[src/rtl/gray_conv_arbiter.sv]
// Round-robin front end that time-shares one registered binary<->gray converter
// among N_REQ requesters and returns tagged results on a valid/ready response port.
module gray_conv_arbiter #(
  parameter  int N_REQ  = 4,
  parameter  int DATA_W = 8,
  localparam int ID_W   = $clog2(N_REQ)
) (
  input  logic                    clk,
  input  logic                    rst_n,
  input  logic [N_REQ-1:0]        req_valid,
  input  logic [N_REQ-1:0]        req_op,
  input  logic [N_REQ*DATA_W-1:0] req_data,
  output logic [N_REQ-1:0]        req_ready,
  output logic                    conv_op,
  output logic [DATA_W-1:0]       conv_din,
  input  logic [DATA_W-1:0]       conv_dout,
  output logic                    rsp_valid,
  output logic [ID_W-1:0]         rsp_id,
  output logic                    rsp_op,
  output logic [DATA_W-1:0]       rsp_data,
  input  logic                    rsp_ready,
  output logic                    busy
);

  typedef enum logic [1:0] {IDLE = 2'd0, CONV = 2'd1, CAPT = 2'd2, RESP = 2'd3} state_t;

  localparam logic [ID_W:0] N_REQ_C = (ID_W+1)'(N_REQ);

  // Both operands are < N_REQ, so a single conditional subtract gives the modulo.
  function automatic logic [ID_W-1:0] wrap_add(input logic [ID_W-1:0] base,
                                               input logic [ID_W:0]   off);
    logic [ID_W:0] sum;
    sum = {1'b0, base} + off;
    if (sum >= N_REQ_C) sum = sum - N_REQ_C;
    return sum[ID_W-1:0];
  endfunction

  state_t            state_q, state_d;
  logic [ID_W-1:0]   rr_ptr_q, rr_ptr_d;
  logic              conv_op_q;
  logic [DATA_W-1:0] conv_din_q;
  logic              rsp_valid_q;
  logic [ID_W-1:0]   rsp_id_q;
  logic              rsp_op_q;
  logic [DATA_W-1:0] rsp_data_q;

  logic [DATA_W-1:0] req_data_a [N_REQ];
  logic [ID_W-1:0]   cand_idx   [N_REQ];
  logic              grant_found;
  logic [ID_W-1:0]   grant_idx;
  logic              accept;

  // cand_idx[k] is the requester examined k places after the round-robin pointer.
  generate
    for (genvar gi = 0; gi < N_REQ; gi++) begin : g_req
      assign req_data_a[gi] = req_data[gi*DATA_W +: DATA_W];
      assign cand_idx[gi]   = wrap_add(rr_ptr_q, (ID_W+1)'(gi));
      assign req_ready[gi]  = rst_n && accept && (grant_idx == ID_W'(gi));
    end
  endgenerate

  // Walk from the farthest candidate back to the pointer so the nearest valid wins.
  always_comb begin
    grant_found = 1'b0;
    grant_idx   = '0;
    for (int k = N_REQ - 1; k >= 0; k--) begin
      if (req_valid[cand_idx[k]]) begin
        grant_found = 1'b1;
        grant_idx   = cand_idx[k];
      end
    end
  end

  always_comb begin
    state_d  = state_q;
    accept   = 1'b0;
    rr_ptr_d = rr_ptr_q;
    case (state_q)
      IDLE: begin
        if (grant_found) begin
          accept   = 1'b1;
          rr_ptr_d = wrap_add(grant_idx, (ID_W+1)'(1));
          state_d  = CONV;
        end
      end
      CONV:    state_d = CAPT;
      CAPT:    state_d = RESP;
      RESP:    if (rsp_ready) state_d = IDLE;
      default: state_d = IDLE;
    endcase
  end

  always_ff @(posedge clk or negedge rst_n) begin
    if (!rst_n) begin
      state_q     <= IDLE;
      rr_ptr_q    <= '0;
      conv_op_q   <= 1'b0;
      conv_din_q  <= '0;
      rsp_valid_q <= 1'b0;
      rsp_id_q    <= '0;
      rsp_op_q    <= 1'b0;
      rsp_data_q  <= '0;
    end else begin
      state_q  <= state_d;
      rr_ptr_q <= rr_ptr_d;
      if (accept) begin
        conv_op_q  <= req_op[grant_idx];
        conv_din_q <= req_data_a[grant_idx];
        rsp_id_q   <= grant_idx;
      end
      // The converter result is valid during CAPT, one cycle after its inputs were registered.
      if (state_q == CAPT) begin
        rsp_data_q  <= conv_dout;
        rsp_op_q    <= conv_op_q;
        rsp_valid_q <= 1'b1;
      end else if (state_q == RESP && rsp_ready) begin
        rsp_valid_q <= 1'b0;
      end
    end
  end

  assign conv_op   = conv_op_q;
  assign conv_din  = conv_din_q;
  assign rsp_valid = rsp_valid_q;
  assign rsp_id    = rsp_id_q;
  assign rsp_op    = rsp_op_q;
  assign rsp_data  = rsp_data_q;
  assign busy      = (state_q != IDLE);

endmodule

[config.mk]
export PLATFORM = sky130hd
export DESIGN_NAME = gray_conv_arbiter
export DESIGN_NICKNAME = d
export VERILOG_FILES = /design/src/rtl/gray_conv_arbiter.sv
export SDC_FILE = /design/constraint.sdc
export NUM_CORES = 1
export LEC_CHECK = 0
export BUFFER_PORTS_ARGS = -buffer_cell sky130_fd_sc_hd__buf_2
export CAP_MARGIN = 5
export CORE_MARGIN = 5
export CORE_UTILIZATION = 48
export CTS_CLUSTER_DIAMETER = 40
export CTS_CLUSTER_SIZE = 25
export DETAILED_ROUTE_END_ITERATION = 10
export PLACE_DENSITY = 0.88
export SKIP_LAST_GASP = 1
export SYNTH_ARGS = -nofsm -noshare
export SYNTH_HDL_FRONTEND = slang
export SYNTH_SLANG_ARGS = --single-unit
export TNS_END_PERCENT = 5
[constraint.sdc]
create_clock -name clk -period 3.4 [get_ports clk]
set_clock_uncertainty 0.2 [all_clocks]
set_input_delay 0.51 -clock clk [delete_from_list [all_inputs] [get_ports clk]]
set_output_delay 0.51 -clock clk [all_outputs]
set_load 0.02 [all_outputs]
# Word level (Yosys, flattened, before mapping)
# Index checks and enable logic that the tools add are counted.
# classes
muxes,33
addsub,9
reduce_logical,12
order_cmp,11
eq_ne,8
bitwise,1
# ops
operator,count
two-way mux 2 bit,11
binary-select mux 8 bit (select 2 bit),1
two-way mux 8 bit,2
>= comparator 3 bit (second input constant),5
less-than comparator 2 x 3 -> 1 bit (second input constant),5
two-way mux 1 bit,13
binary-select mux 1 bit (select 2 bit),5
subtractor 2 x 1 -> 2 bit (second input constant),5
equality test 2 bit (second input constant),4
case mux 2 bit (4 select lines),1
adder 2 x 1 -> 3 bit (second input constant),2
adder 2 x 2 -> 3 bit (second input constant),2
logical AND 1 bit,6
equality test 2 x 1 -> 1 bit (second input constant),2
zero test 2 bit,2
!= test 2 bit (second input constant),2
AND reduction 2 bit,2
nonzero test 2 bit,2
>= comparator 2 x 3 -> 1 bit (second input constant),1
NOT 2 -> 3 bit,1
# totals
in_bits,51
register_bits,25
output_inout_bits,26

# Logic depth before layout (Yosys ltp)
# Gate-level depths: netlist (run 1).
# logic_depth
word_depth,13
mapped_depth,7
depth_no_buf,6

# Least setup slack after synthesis (run 1)
# Ideal clock, no wire load.
# synth_path
path_kind,input port to output port
startpoint,in req_valid[2]
endpoint,out req_ready[1]
cell_stages,6
arrival_ns,2.068
setup_slack_ns,0.622
required_ns,2.690
path_cell_list,nor2b_1 > or4b_1 > and2_4 > buf_6 > buf_8 > nor3_1
# synth_via
elab_chain_len,10
elab_cells_between_ends,21
cone_classes,1 x eq/ne; 18 x mux; 2 x reduce/logical
# synth_lines
item,line_no,text
start: declaration,10,"input logic [N_REQ-1:0] req_valid,"
binary-select mux 1 bit (select 2 bit),67,if (req_valid[cand_idx[k]]) begin
two-way mux 1 bit (not written as such),67,
two-way mux 1 bit (4 in series),67,
two-way mux 1 bit,80,if (grant_found) begin
two-way mux 1 bit,78,case (state_q)
logical AND 1 bit,58,assign req_ready[gi] = rst_n && accept && (grant_idx == ID_W'(gi));
logical AND 1 bit *,58,
end: declaration,13,"output logic [N_REQ-1:0] req_ready,"
# Every way passes the cells marked *; elsewhere a longest branch is shown, timed or not. The select of a mux whose other input is x is not followed.

# Worst setup path in the final report (run 1)
# layout_path
startpoint,in rst_n
endpoint,out req_ready[2]
# layout_via
elab_chain_len,2
# layout_lines
item,line_no,text
start: declaration,9,"input logic rst_n,"
logical AND 1 bit (2 in series),58,
# No other way between the ends.

==> results.txt, run 1 <==
The congestion estimate from routability-driven global placement came to 0.774. Setup violations remaining at the end of the flow were counted as 0. Once the clock tree was built, the setup fixing pass inserted 0 buffers.

The total met3 wirelength after detailed routing came out at 314 um. The data arrival at the endpoint of the critical path is 2.10 ns. The reg2reg setup slack came out at 1.31 ns. The residual DRC count came out at 0. The initial utilization of the core area, before any placement, comes to about half. Buffers inserted during clock tree synthesis total 3.

The post-synthesis to final-layout area growth came out at 28.5%. The number of antenna violations at the first check in global routing came out at 0. The site row count is 20.

The cts-stage hold buffer count is 1. The clock net in this run drives a total of 25 sinks. The worst setup margin is 0.595 ns.

Across the VDD grid, the largest voltage drop is 0.325 mV. The detailed router finished its first iteration with 37 violations. The number of enable-type register cells in the synthesized netlist came out at 0. For this run the aggregate overflow at the end of global routing stands at 0. Counting the fill cells in the layout gives roughly 260.

In the synthesized netlist the async set-or-reset flop fraction comes to 100%. The run finished with clean final reports. Setup repair after global routing left no endpoint under its margin. The mean area per synthesized cell came out at 10.1 um2. The maximum number of buffers from clock root to sink is 2. CTS built an H-tree with a depth of 1. The first detailed-routing pass took 4 iterations. The number of warnings issued by yosys is 0. The post-synth design cell area is 1450 um2.

The category of the worst setup path launch point is an input pin. In this run, placement finished with an instance count of about 250. The largest net degree at the start of global routing came out at 27. In the synthesized netlist the dominant register cell turns out to be dfrtp_1.

The height of the die is between 60 and 70 um. At the later pin of the worst-skew pair, clock insertion delay measures 0.32 ns. The cell at the root of the clock tree is clkbuf_4.

The core outline area came out at 2980 um2. The via count of the first global-routing pass came to between 1000 and 1500. The worst setup path is captured at an output pin. Dividing the final minimum period by the clock period gives 82.5%.

The top achievable clock speed is 0.356 GHz. Excluding fillers, the count of instances in the completed layout stands at 252. The power density of the placed cells is approximately 860 nW/um2. In this run the tool buffered the top-level ports with 76 buffer cells. The uppermost signal routing layer after detailed routing is met4. The horizontal extent of the die came out at between 60 and 70 um. The residual antenna-violating net count after detailed routing came out at 0. The detailed placer's ending HPWL came out at roughly 2800 um.

The number of nets in the synthesized netlist is 199. For this block, wires on met1 add up to ~1500 um. Detailed routing placed a total of 1650 um of wire on met2. Adding up every negative setup slack in the final design gives 0 ns. The data required time of the worst path came out at 2.69 ns. The worst hold slack is approximately 0.2 ns. At the pin with the least slew margin, the transition time is 0.617 ns. The number of top-level pins is 77. The sequential-to-total area share from yosys stat is 43.2%. The path category of the worst min-delay check is in2reg. The setup slack after placement came out at 0.738 ns.

The wire length of the first global-routing pass is around 5700 um. Across every metal layer, demand over resource in global routing totals 17.2%. The ratio of cells with drive above 1 in the final layout came out at 43.4%.

The shortest clock period the worst path allows after layout is 2.81 ns. The number of inserted diodes is 0. The post-detailed-route via-to-cell ratio came out at approximately 5.3. The final-report max-slew violation count came out at 0.

The worst slew slack as a fraction of its limit is 58.9%. The count of cells resized by post-cts repair is 0. The max-cap check violation count is 0.

The number of flip-flops and latches in the synthesized netlist came out at 25. The final wirelength is 3480 um. The final layout contains 275 nets. Clock-pin slew was measured on the worst setup and hold paths at 0.14 ns. The maximum fanout encountered on the critical timing path came out at 26.

The number of failing hold endpoints at the final stage is 0. The detail-routed net length per standard cell is 13.8 um. Synthesis produced approximately 140 cells. The leakage power summed over all cells came out at 0.000988 uW. TritonCTS built the clock tree. The final route contains 1323 vias. The total die area is 4210 um2. The setup path with the least slack is of type in2out.

The number of unique standard cell types used by synthesis came out at 31.
-- state kept, by name, summed over array words and instances (netlist names) --
signal / flops
rsp_id: 2
rsp_data: 8
rsp_op: 1
state_q: 2
conv_op: 1
rr_ptr_q: 2
conv_din: 8
rsp_valid: 1
-- cell usage after synthesis, drive strengths merged (2+ instances only) --
cell type | instances | share of area, %
buf | 5 | 3.7
inv | 3 | 0.78
mux2 | 10 | 8.0
o21ai | 14 | 4.8
and3 | 9 | 3.9
o211ai | 9 | 4.7
and2 | 2 | 1.0
nor2 | 2 | 0.52
mux2i | 9 | 6.2
ha | 4 | 3.5
a21oi | 2 | 0.69
dfrtp | 25 | 43
nor3 | 4 | 1.4
nand2 | 20 | 5.4
clkbuf | 4 | 1.0
nor2b | 5 | 2.2
a21boi | 9 | 4.7
-- path summary, 6_finish.rpt --
kind	from	to	cells past startpoint
max	rst_n	req_ready[2]	5
min	conv_dout[1]	rsp_data[1]	2
max reg2reg	state_q[0]	conv_din[0]	7
min reg2reg	rsp_valid	rsp_valid	1
max in group asynchronous	rst_n	state_q[1]	2
min in group asynchronous	rst_n	rsp_data[2]	2
-- worst max-delay path, stage by stage --
cell and delay, ns:
dlygate4sd3_1 0.52, buf_2 0.46, nand2_1 0.22, nor3_1 0.18, buf_2 0.19
-- placed cells by master (no fill, tap or decap), types with 5 or more instances in the layout --
cell | netlist | routed
a21boi_1 | 9 | 9
and3_1 | 9 | 9
buf_2 | 1 | 76
dfrtp_1 | 25 | 25
mux2_2 | 9 | 9
mux2i_1 | 9 | 9
nand2_1 | 19 | 19
nor2b_1 | 5 | 5
o211ai_1 | 9 | 9
o21ai_1 | 11 | 11
-- stage by stage --
stage / area [um2] / utilization [%] / total power (uW)
final: 1860 / 62.5 / 1610
after global routing: 1860 / 62.5 / 1750
after CTS: 1860 / 62.5 / 1620
after detailed placement: 1820 / 61.2 / 1490
after global placement: 1820 / 61.2 / 1460
after floorplan: 1450 / - / 1240
-- where the power goes --
group	leakage [uW]	switching [uW]	internal (uW)	total (uW)
logic	0.000669	549	396	945
registers	0.000301	80.4	447	527
clock network	0.0000177	89.0	44.1	133
total	0.000988	719	887	1610
-- layout make-up --
class / instances / area [um2] / share of cell area (%)
multi-input cells: 107 / 742 / 39.9
flip-flops and latches: 25 / 626 / 33.6
repair buffers: 80 / 413 / 22.2
well taps: 33 / 41.3 / 2.22
clock buffers: 3 / 22.5 / 1.21
inverters: 3 / 11.3 / 0.605
clock inverters: 1 / 5.00 / 0.269
-- per-layer routing --
layer	track usage (%)	vias up
met5	0	-
met4	6.33	0
met3	2.95	6
met2	29.5	61
met1	21.5	596
li1	-	660
-- cells by family (layout without fill, tap and decap cells) --
family                   Yosys count  count (layout)  synth area share (%)
AND/OR/NAND/NOR                   46              46                  16.4
AO/OA/AOI/OAI                     37              37                  16.5
flip-flops                        25              25                  43.2
multiplexers                      19              19                  14.3
buffers and inverters             12              87                  5.53
adder cells (fa/ha/maj)            4               4                  3.46
XOR/XNOR                           1               1                 0.605
No activity file was read; power rests on OpenSTA's default activity.
==> run 2, diff against run 1 <==
Settings changed: CORE_UTILIZATION 48 to 40, PLACE_DENSITY 0.88 to 0.78.
Clock period 3.4 ns to 2.3 ns, I/O delays scaled along.
==> run 2 against run 1 <==
The flow now finishes with violations (negative setup slack). Global-route usage fell by 1.7 points. Combinational power increased by 58%. Sequential power grew 48%. Die area is 17% higher. Worst hold slack lost 0.16 ns. Non-clock buffer count is 3 higher. Core utilization fell by 5.0 points. Register-to-register slack lost 1.0 ns. Critical endpoint is now req_ready[3].
==> results.txt, run 2 (synthesis results as in run 1) <==
The highest ir drop seen on vdd came out at between 0.5 and 0.6 mV. The checks that failed: negative setup slack. The number of inserted diodes came out at 0. The path depth of the worst reg2reg path came out at 6.

The wire-length estimate of the detail-placed layout is 2770 um. The horizontal extent of the die is ~70 um. The number of levels the H-tree was split into came out at 1.

The most common library cell in the layout ignoring fill and taps is buf_2. The site row count is 21. The run finished, with violations left. The internal power contribution is 1370 uW. The number of setup violations in the final report came out at 4. Before CTS, the worst setup slack after placement is 0.0754 ns. Net switching is between 40% and 50% of the power.

The clock sink count is 25. The path category of the worst min-delay check is in2reg. The sequential share of power is 31.4%. In this run the worst setup path terminates at req_ready[3].

The detail-routed net length per standard cell came out at 13.8 um. Of the available clock period, the critical path in the final layout requires 104%. The final-report max-slew violation count came out at 0.

The post-detailed-route via-to-cell ratio came out at 4.94. Clock-pin slew was measured on the worst setup and hold paths at around 0.15 ns. The via total after detailed routing came out at 1324. The delay of the slowest critical-path stage is approximately 0.50 ns. The power density of the placed cells came out at 1260 nW/um2. The total overflow left after global routing is 0. The total die area came out at 4920 um2.

The first detailed-routing pass ran for 4 iterations. Walking the worst path, the cells encountered are nor2b_2, or4b_4, and2_4, nor3_2, buf_4. The TritonCTS clock tree is built. The clock latency reported for the late side of the worst-skew pair is just over 0.3 ns. The core region is 3420 um2. The via count of the first global-routing pass came out at roughly 1400. The die is 70.2 um tall. The number of buffers added by the clock tree synthesis step is 3. The slowest stage of the critical path belongs to the cell or4b_4. The worst setup margin came out at -0.0811 ns. The max-cap check violation count came out at 0.

The post-synthesis to final-layout area growth is 35.7%. The detailed router's first-iteration violation count came out at 34. The startpoint identified for the worst register-to-register timing path is rr_ptr_q[0]. The leakage power summed over all cells is 0.00101 uW. STA classifies the critical path endpoint as an output pin. The number of top-level pins is 77. The largest net degree at the start of global routing came out at 26. The worst setup path is launched from a flop. The setup path with the least slack is of type reg2out. The final wirelength is 3690 um.

The maximum number of buffers from clock root to sink came out at 2. The clock network power share is 8.2%. The initial utilization of the core area, before any placement, comes to between 40 and 50%. The number of failing hold endpoints at the final stage is 0. The number of nets in the finished design is 278. The critical path starts at rr_ptr_q[0]. The tree is rooted in a clkbuf_4. The detail route stage leaves a number of antenna-violating nets equal to 0. The switching power total came out at 1110 uW. In the layout the commonest cells are 72 x buf_2, 25 x dfrtp_1, 18 x nand2_1. The transition time at the pin with the least slew margin came out at 0.719 ns.

The data arrival at the endpoint of the critical path is 1.84 ns. The wire length of the first global-routing pass came out at 6180 um. At the end of the flow the core is filled with cells to 57.5%.

Global routing used 15.5% of the available tracks across all layers. The number of buffers added on ports came out at 76. Based on the critical path, the design can be clocked at up to 0.420 GHz. The residual DRC count is 0. The reg2reg setup slack is roughly 0.30 ns. Per report_power, the combinational group accounts for about three fifths of the total. Headroom to the max-slew limit came out at approximately 52%.

At the end of routability-driven placement, the weighted congestion stood at 0.816. Cells with a size suffix above 1 make up 48.2% of the layout. The endpoint of the worst-slack reg-to-reg timing path is conv_din[6]. The shortest clock period the worst path allows after layout came out at 2.38 ns.

The data required time of the worst path is roughly 1.8 ns. The number of antenna violations at the first check in global routing is 0. The maximum fanout encountered on the critical timing path came out at 3.

Setup repair after global routing could not meet its margin everywhere.
run 2: cell types whose count changed in the layout (fill, tap and decap cells not counted), sizes merged:
| cell | change |
|---|---|
| buf | +3 |
| clkinv | -1 |
| clkinvlp | +1 |
run 2: cell type report:
cell class	count	area [um2]
clock buffers	3	22.5
clock inverters	1	7.51
fillers	318	1450
inverters	3	11.3
multi-input cells	107	783
flip-flops and latches	25	626
well taps	46	57.6
repair buffers	83	457
run 2: repair_timing:
action | CTS | global route
buffers inserted | 1 | 0
hold buffers | 1 | 0
resized for setup | 13 | 6
pin swaps | 5 | 1
endpoints found under the setup margin | 4 | 4
hold endpoints to repair | 25 | 0
run 2: worst min-delay path by stage:
stage | slack [ns] | end | start | cells after the start
2_1_floorplan | -0.15 | conv_din[0] | rst_n | 0
3_3_place_gp | 0.18 | rsp_valid | rst_n | 2
3_5_place_dp | 0.18 | state_q[1] | rst_n | 2
4_1_cts | 0.04 | rsp_data[7] | conv_dout[7] | 2
5_1_grt | 0.03 | rsp_data[4] | conv_dout[4] | 2
6_report | 0.04 | rsp_data[7] | conv_dout[7] | 2
run 2: metal layers:
metal,GRT usage (%),share of wire [%]
met1,18.7,42
met2,25.8,46
met3,4.16,9.0
met4,6.60,3.0
met5,0,0
run 2: per-stage QoR:
step / total power [uW] / cell area (um2) / setup TNS, ns / cells / hold slack (ns)
2_1_floorplan: 1840 / 1450 / -0.297 / 144 / -0.151
3_3_place_gp: 2180 / 1850 / 0 / 262 / 0.180
3_5_place_dp: 2220 / 1850 / 0 / 262 / 0.179
4_1_cts: 2470 / 1950 / -0.0687 / 268 / 0.0406
5_1_grt: 2690 / 1960 / -0.548 / 268 / 0.0301
6_report: 2470 / 1960 / -0.253 / 268 / 0.0441
run 2: power groups by stage:
stage,clock [uW],combinational [uW],sequential (uW)
2_1_floorplan,0,840,999
4_1_cts,209,1490,777
5_1_grt,229,1650,812
6_report,203,1490,778
3_5_place_dp,0,1430,783
3_3_place_gp,0,1400,778
run 2: critical path, delay by kind of cell, from the launching register on:
| kind | cells | cell delay [ns] |
|---|---|---|
| and+or+nand+nor | 4 | 0.91 |
| buffers and inverters | 1 | 0.17 |
| DFF | 1 | 0.44 |
